===== config.mk =====
export PLATFORM = sky130hd
export DESIGN_NAME = seg7_scan_capture
export DESIGN_NICKNAME = d
export VERILOG_FILES = /design/src/rtl/seg7_scan_capture.sv
export SDC_FILE = /design/constraint.sdc
export NUM_CORES = 1
export LEC_CHECK = 0
export BUFFER_PORTS_ARGS = -buffer_cell sky130_fd_sc_hd__buf_2
export CORE_MARGIN = 4
export CORE_UTILIZATION = 40
export CTS_CLUSTER_DIAMETER = 100
export DETAILED_ROUTE_END_ITERATION = 6
export GPL_TIMING_DRIVEN = 1
export PLACE_DENSITY = 0.55
export SLEW_MARGIN = 20
export SYNTH_ARGS = -nofsm -noshare
export SYNTH_HDL_FRONTEND = slang
export SYNTH_SLANG_ARGS = --single-unit
export TNS_END_PERCENT = 20

===== constraint.sdc =====
create_clock -name clk -period 3.4 [get_ports clk]
set_input_delay 0.51 -clock clk [delete_from_list [all_inputs] [get_ports clk]]
set_output_delay 0.51 -clock clk [all_outputs]
set_load 0.05 [all_outputs]

===== src/rtl/seg7_scan_capture.sv =====
// seg7_scan_capture
// -----------------
// Receive side of a multiplexed 4-digit common-anode 7-segment bus. It
// watches the digit enables and segment lines and recovers the hex value
// currently shown on each digit. Scan transitions are filtered by requiring
// the synchronized bus to hold still for a number of cycles. Each stable
// pattern is then decoded back to a nibble, and blank or unrecognised
// patterns are flagged.
//
// Parameters
//   STABLE_CYCLES : consecutive identical synchronized samples needed before
//                   a capture (2..255).
//
// Ports
//   clk         : system clock, rising edge
//   rst         : asynchronous, active-high reset
//   AN[3:0]     : digit enables, active-low, bit i selects digit i
//   a_to_g[6:0] : segment lines, active-low, a_to_g[6]=a .. a_to_g[0]=g
//   digits[15:0]: decoded value of digit i at [4i+3:4i]
//   blank[3:0]  : last capture of digit i had all segments off
//   bad[3:0]    : last capture of digit i was not a recognised hex glyph
//   frame_valid : one-cycle pulse once all four digits have been captured
//                 since the previous pulse
module seg7_scan_capture #(
  parameter int STABLE_CYCLES = 4
) (
  input  logic        clk,
  input  logic        rst,
  input  logic [3:0]  AN,
  input  logic [6:0]  a_to_g,
  output logic [15:0] digits,
  output logic [3:0]  blank,
  output logic [3:0]  bad,
  output logic        frame_valid
);

  localparam int            CW      = 8;
  localparam logic [CW-1:0] CNT_MAX = CW'(STABLE_CYCLES);
  localparam logic [CW-1:0] CNT_CAP = CW'(STABLE_CYCLES - 1);

  // Bus layout inside the synchronizer: {AN, a_to_g}
  logic [10:0]   s1_reg;
  logic [10:0]   s2_reg;
  logic [10:0]   s2_prev_reg;

  logic [CW-1:0] cnt_reg;
  logic [CW-1:0] cnt_next;
  logic          done_reg;
  logic          done_next;
  logic [3:0]    seen_reg;
  logic [3:0]    seen_next;
  logic          frame_valid_reg;
  logic          frame_valid_next;

  logic [3:0]    an_s;
  logic [6:0]    seg_s;
  logic [3:0]    sel;
  logic          legal;
  logic          changed;
  logic          capture;

  logic [3:0]    code;
  logic          known;
  logic          is_blank;

  // ---------------------------------------------------------------------
  // Two-flop synchronizer plus a copy of the previous synchronized sample
  // used for change detection.
  // ---------------------------------------------------------------------
  always_ff @(posedge clk or posedge rst) begin
    if (rst) begin
      s1_reg      <= '0;
      s2_reg      <= '0;
      s2_prev_reg <= '0;
    end else begin
      s1_reg      <= {AN, a_to_g};
      s2_reg      <= s1_reg;
      s2_prev_reg <= s2_reg;
    end
  end

  assign an_s    = s2_reg[10:7];
  assign seg_s   = s2_reg[6:0];
  assign sel     = ~an_s;
  // Exactly one digit enabled: sel is non-zero and a power of two.
  assign legal   = (sel != 4'b0000) && ((sel & (sel - 4'd1)) == 4'b0000);
  assign changed = (s2_reg != s2_prev_reg);

  // ---------------------------------------------------------------------
  // Stability counter and capture-done flag. The counter saturates so a
  // long dwell can never wrap around and cause a second capture; the done
  // flag additionally guarantees one capture per dwell.
  // ---------------------------------------------------------------------
  always_comb begin
    cnt_next  = cnt_reg;
    done_next = done_reg;
    capture   = 1'b0;
    if (!legal || changed) begin
      cnt_next  = '0;
      done_next = 1'b0;
    end else begin
      if (cnt_reg == CNT_MAX) begin
        cnt_next = CNT_MAX;
      end else begin
        cnt_next = cnt_reg + 1'b1;
      end
      if ((cnt_next == CNT_CAP) && !done_reg) begin
        capture   = 1'b1;
        done_next = 1'b1;
      end
    end
  end

  always_ff @(posedge clk or posedge rst) begin
    if (rst) begin
      cnt_reg  <= '0;
      done_reg <= 1'b0;
    end else begin
      cnt_reg  <= cnt_next;
      done_reg <= done_next;
    end
  end

  // ---------------------------------------------------------------------
  // Segment pattern decode (active-low, a..g from MSB to LSB).
  // ---------------------------------------------------------------------
  always_comb begin
    code  = 4'h0;
    known = 1'b1;
    case (seg_s)
      7'b0000001: code = 4'h0;
      7'b1001111: code = 4'h1;
      7'b0010010: code = 4'h2;
      7'b0000110: code = 4'h3;
      7'b1001100: code = 4'h4;
      7'b0100100: code = 4'h5;
      7'b0100000: code = 4'h6;
      7'b0001111: code = 4'h7;
      7'b0000000: code = 4'h8;
      7'b0000100: code = 4'h9;
      7'b0001000: code = 4'hA;
      7'b1100000: code = 4'hB;
      7'b0110001: code = 4'hC;
      7'b1000010: code = 4'hD;
      7'b0110000: code = 4'hE;
      7'b0111000: code = 4'hF;
      default: begin
        code  = 4'h0;
        known = 1'b0;
      end
    endcase
  end

  assign is_blank = (seg_s == 7'b1111111);

  // ---------------------------------------------------------------------
  // Per-digit result registers. Only the digit selected by the captured
  // sample is written; the others keep their previous result.
  // ---------------------------------------------------------------------
  genvar gi;
  generate
    for (gi = 0; gi < 4; gi++) begin : g_digit
      logic [3:0] value_reg;
      logic       blank_reg;
      logic       bad_reg;

      always_ff @(posedge clk or posedge rst) begin
        if (rst) begin
          value_reg <= 4'h0;
          blank_reg <= 1'b0;
          bad_reg   <= 1'b0;
        end else if (capture && sel[gi]) begin
          value_reg <= known ? code : 4'h0;
          blank_reg <= is_blank;
          bad_reg   <= !known && !is_blank;
        end
      end

      assign digits[4*gi +: 4] = value_reg;
      assign blank[gi]         = blank_reg;
      assign bad[gi]           = bad_reg;
    end
  endgenerate

  // ---------------------------------------------------------------------
  // Frame tracking: accumulate which digits have been captured; the capture
  // that completes the set raises frame_valid for one cycle and restarts
  // the accumulation on the same edge.
  // ---------------------------------------------------------------------
  always_comb begin
    seen_next        = seen_reg;
    frame_valid_next = 1'b0;
    if (capture) begin
      seen_next = seen_reg | sel;
      if (seen_next == 4'b1111) begin
        frame_valid_next = 1'b1;
        seen_next        = 4'b0000;
      end
    end
  end

  always_ff @(posedge clk or posedge rst) begin
    if (rst) begin
      seen_reg        <= 4'b0000;
      frame_valid_reg <= 1'b0;
    end else begin
      seen_reg        <= seen_next;
      frame_valid_reg <= frame_valid_next;
    end
  end

  assign frame_valid = frame_valid_reg;

endmodule


# After elaboration in Yosys (flattened, before gate mapping)
# Index checks and enable logic that the tools add are counted.
# word_totals
memories	0
romBits	0
latchBits	0
mem_bits_rw	0
reg_bits	71
inputBits	13
out_inout_bits	25
# classes
n_shift	0
mul	0
mux	13
addsub	2
div	0
n_eq_ne	20
order_cmp	0
n_reduce_logical	17
bitwise_logic	3
# ops
operator	count
case mux 4 bit (15 select lines)	1
equality test 7 x 6 -> 1 bit, second input constant	5
equality test 7 bit, second input constant	5
2-to-1 mux 8 bit	3
OR reduction 16 bit	1
equality test 7 x 3 -> 1 bit, second input constant	2
equality test 7 x 4 -> 1 bit, second input constant	2
inequality test 11 bit	1
adder 8 x 1 -> 8 bit, second input constant	1
equality test 8 x 2 -> 1 bit, second input constant	1
equality test 8 x 3 -> 1 bit, second input constant	1
2-to-1 mux 4 bit	2
equality test 7 x 1 -> 1 bit, second input constant	1
equality test 7 x 5 -> 1 bit, second input constant	1
logical AND 1 bit	7
zero test 7 bit	1
2-to-1 mux 1 bit	7
bitwise AND 4 bit	1
equality test 4 bit, second input constant	1
zero test 1 bit	4
zero test 4 bit	1
NOT 4 bit	1
bitwise OR 4 bit	1
nonzero test 4 bit	1
other kinds (3)	3

# Depth between registers and ports, before layout
# depth
ltp_word	13
depth_mapped	7
mapped_depth_nobuf	7

# Worst setup path before layout
# Ideal clock, no wire load.
# synth_timing
kind	register to register
from	reg cnt_reg[0]
to	reg g_digit[1].bad_reg
required_ps	3275
path_buffers	0
path_slack_ps	1039
synth_period_minus_slack_ps	2361
setup_ps	125
path_stages_with_launch	7
t_arrival_ps	2236
cell_sequence	dfrtp_1 > ha_1 > and3_1 > xnor2_1 > nand3_1 > nor4_4 > mux2_2
# synth_between
elab_chain_len	8
word_cells_on_any_way	9
# synth_rtl
item	line_no	text
start: declaration	46	logic [CW-1:0] cnt_reg;
start signal: assignment	119	cnt_reg <= cnt_next;
adder 8 x 1 -> 8 bit / equality test 8 x 3 -> 1 bit (equally long branches)	105, 102	
2-to-1 mux 8 bit *	102	if (cnt_reg == CNT_MAX) begin
2-to-1 mux 8 bit *	98	if (!legal || changed) begin
equality test 8 x 2 -> 1 bit *	107	if ((cnt_next == CNT_CAP) && !done_reg) begin
logical AND 1 bit *	107	
2-to-1 mux 1 bit *	107	
2-to-1 mux 1 bit *	98	
logical AND 1 bit *	172	end else if (capture && sel[gi]) begin
end signal: assignment	175	bad_reg <= !known && !is_blank;
end: declaration	165	logic bad_reg;
# Every way passes the cells marked *; elsewhere a longest branch is shown, timed or not. The select of a mux whose other input is x is not followed.
# A chain may end at the register's enable or synchronous reset.

# Worst setup path after layout
# layout_timing
from	reg cnt_reg[0]
to	reg g_digit[3].value_reg[0]
# layout_between
elab_chain_len	8
word_cells_on_any_way	9
# layout_rtl
item	line_no	text
adder 8 x 1 -> 8 bit / equality test 8 x 3 -> 1 bit (equally long branches)	105, 102	
2-to-1 mux 8 bit *	102	
2-to-1 mux 8 bit *	98	
equality test 8 x 2 -> 1 bit *	107	
logical AND 1 bit *	107	
2-to-1 mux 1 bit *	107	
2-to-1 mux 1 bit *	98	
logical AND 1 bit *	172	
end signal: assignment	173	value_reg <= known ? code : 4'h0;
end: declaration	163	logic [3:0] value_reg;
# Marks and branches as above.

==> results.md <==
- Vias in the first global route: 1,891
- Multi-input gate area: 0.00117 mm²
- Pre-antenna DRT Iters: 4
- Detailed placer's ending HPWL: 3790 µm
- Clock slew at reported path FFs: 0.08 ns
- Worst Path Arrival: 2.87 ns
- Ant diodes: 0
- Syn nets: 266
- Static Leak: 1.63 nW
- Clk_lat worst skew: 0.33 ns
- Cell Area, Synth: 0.00312 mm²
- Critical path class: flip-flop to flip-flop
- Startpoint Class: flip-flop
- Routed vias/inst: 5.00
- GR met3 Demand/Resource: 0.0344
- CTS max path bufs: 2
- Crit-path max FO: 7
- Slew headroom: 0.560
- Worst IR Drop VDD: 288 µV
- Core ar.: 0.00741 mm²
- Yosys warnings: 0
- Post-synth EDFFs: 0
- Most frequent cells in the layout: dfrtp_1 (71), buf_2 (37), inv_1 (18)
- Setup TNS: 0 ns
- Die W: 96.3 µm
- Most common cell after layout, fill and taps aside: dfrtp_1
- Avg Inst Size Synth: 12.5 µm²
- Period utilization: 0.780
- CP Capture Type: flip-flop
- Chip height: 96.3 µm
- Final GP Congestion: 0.827
- GR Util met2: 0.196
- Simple-Gate Fraction of Synth Area: 0.147
- Fin nets: 301
- Post CTS Setup Buffer Count: 0
- Pwr Density: 467 mW/mm²
- Post-route cell area: 0.00358 mm²
- Synth cell types: 52
- Fin crit period: 2.65 ns
- Placed Area: 0.00336 mm²
- Area share of fa/ha/maj cells after synthesis: 0.0120
- IO Port Bufs: 37
- Root buffer cell: clkbuf_8
- Layout cell share with drive strength beyond 1: 0.317
- Resize count post-CTS: 0
- Overflow after GRT: 0
- Htree depth: 3
- Max-slew violation count: 0
- GRT Util Overall: 0.136
- CTS tree: yes
- Yosys reg bits: 71
- Sequential fraction of the synthesis area: 0.569
- Number of max-cap violations: 0
- Syn-to-layout area delta: 14.6%
- Worst Hold Margin: 0.169 ns
- # fillers: 655
- Ys async rst share: 1.00
- Vias: 1,944
- Min-delay worst type: input port to async pin
- I/O pin total: 38
- # setup viols final: 0
- Req. time, crit path: 3.62 ns
- # DRC: 0
- Synth Area in Compound Gates: 0.0749
- Die ar.: 0.00928 mm²
- Actual slew at the worst max-slew pin: 0.651 ns
- First-pass GRT wire length: 9410 µm
- WL final: 5490 µm
- Clock Sink Count: 71
- Fin. Hold Viols: 0
- Post-synthesis cell count: 250
- Status: finished clean
- Fmax: 377 MHz
- Main combinational cell family by area after synthesis: simple AND/OR/NAND/NOR gates
- Synth Flop Type: dfrtp_1
- Initial Utilization: 0.421
- Initial DRC count: 47
- Num CTS Buffers: 9
- XOR/XNOR Fraction of Synth Area: 0.0505
- Hold buffers post-CTS: 0
- Site row count: 31
- Grt met1 use: 0.191
- RSZ-0062 raised after global routing: false
- Initial antenna violation count: 0
- ANT nets after route: 0
- Worst clock skew: 0.00760 ns
- Post-synthesis mux area share: 0.0898
- DR WL/cell: 14.1 µm
- Number of flip-flops in the largest register: 16
- Pin count of the biggest net entering global routing: 52
- Register area: 0.00178 mm²
- GRT busiest layer: met2
Yosys cell counts, drive strengths merged (2+ instances only):
library cell | number | area, µm²
nor4b | 3 | 26.3
nor4 | 9 | 138
or3 | 3 | 18.8
xnor2 | 6 | 52.6
mux2 | 16 | 180
xor2 | 12 | 105
nand3b | 2 | 15.0
buf | 14 | 88.8
clkbuf | 4 | 15.0
or3b | 2 | 17.5
and3 | 2 | 12.5
or2 | 4 | 25.0
o21ba | 4 | 40.0
nand3 | 9 | 45.0
o22ai | 2 | 12.5
inv | 19 | 71.3
nand4 | 3 | 18.8
nor2 | 15 | 56.3
a31oi | 3 | 25.0
o2111ai | 2 | 35.0
a21oi | 4 | 23.8
dfrtp | 71 | 1780
mux2i | 10 | 100
nand2 | 9 | 33.8
ha | 3 | 37.5
o21ai | 2 | 10.0
cell families (layout without fill, tap and decap cells):
group / after synthesis / in the layout
buf+inv: 37 / 77
flops: 71 / 71
simple gates: 68 / 68
compound gates: 27 / 27
fa+ha+maj: 3 / 3
mux: 26 / 26
xor+xnor: 18 / 18
layout make-up:
class / instances / share of cell area
multi-input combinational: 142 / 0.327
clock buffer: 10 / 0.0357
inverter: 19 / 0.0199
timing repair buffer: 42 / 0.0623
tap: 99 / 0.0346
clock inverter: 6 / 0.0238
sequential: 71 / 0.497
metrics by stage:
| stage | util | std cells | setup WS, ns | power, mW |
|---|---|---|---|---|
| floorplan | - | 250 | 1.04 | 0.949 |
| global placement | 0.454 | 373 | 0.805 | 0.972 |
| detailed placement | 0.454 | 373 | 0.711 | 0.972 |
| CTS | 0.483 | 389 | 0.709 | 1.69 |
| global route | 0.483 | 389 | 0.525 | 1.75 |
| finish | 0.483 | 389 | 0.749 | 1.67 |
metal layers:
| metal | share of wire | wire length (µm) | vias up |
|---|---|---|---|
| met2 | 0.43 | 2370 | 47 |
| met3 | 0.051 | 278 | 7 |
| met5 | 0 | 0 | - |
| met4 | 0.016 | 89 | 0 |
| met1 | 0.50 | 2750 | 953 |
| li1 | - | - | 937 |
final timing paths:
check / endpoint / depth (start not counted) / startpoint / slack (ns)
hold reg to reg: s2_reg[10] / 0 / s1_reg[10] / 0.35
min in group clk: s1_reg[0] / 1 / a_to_g[0] / 0.28
hold / removal: cnt_reg[3] / 2 / rst / 0.17
max in group asynchronous: s2_reg[4] / 3 / rst / 2.25
setup / recovery: g_digit[3].value_reg[0] / 6 / cnt_reg[0] / 0.75
setup reg to reg: g_digit[3].value_reg[0] / 6 / cnt_reg[0] / 0.75
power breakdown:
group | internal [mW] | total [mW] | switching (mW)
registers | 0.864 | 0.884 | 0.0204
logic | 0.0253 | 0.0695 | 0.0442
clock network | 0.411 | 0.716 | 0.305
critical path, cell delays in order, from the launching register on:
cell and delay (ns):
dfrtp_1 0.42, ha_1 0.23, and3_1 0.22, xnor2_1 0.22, nand3_1 0.35, nor4_4 0.69
mux2_2 0.40
Power figures use the tool's default switching activity.
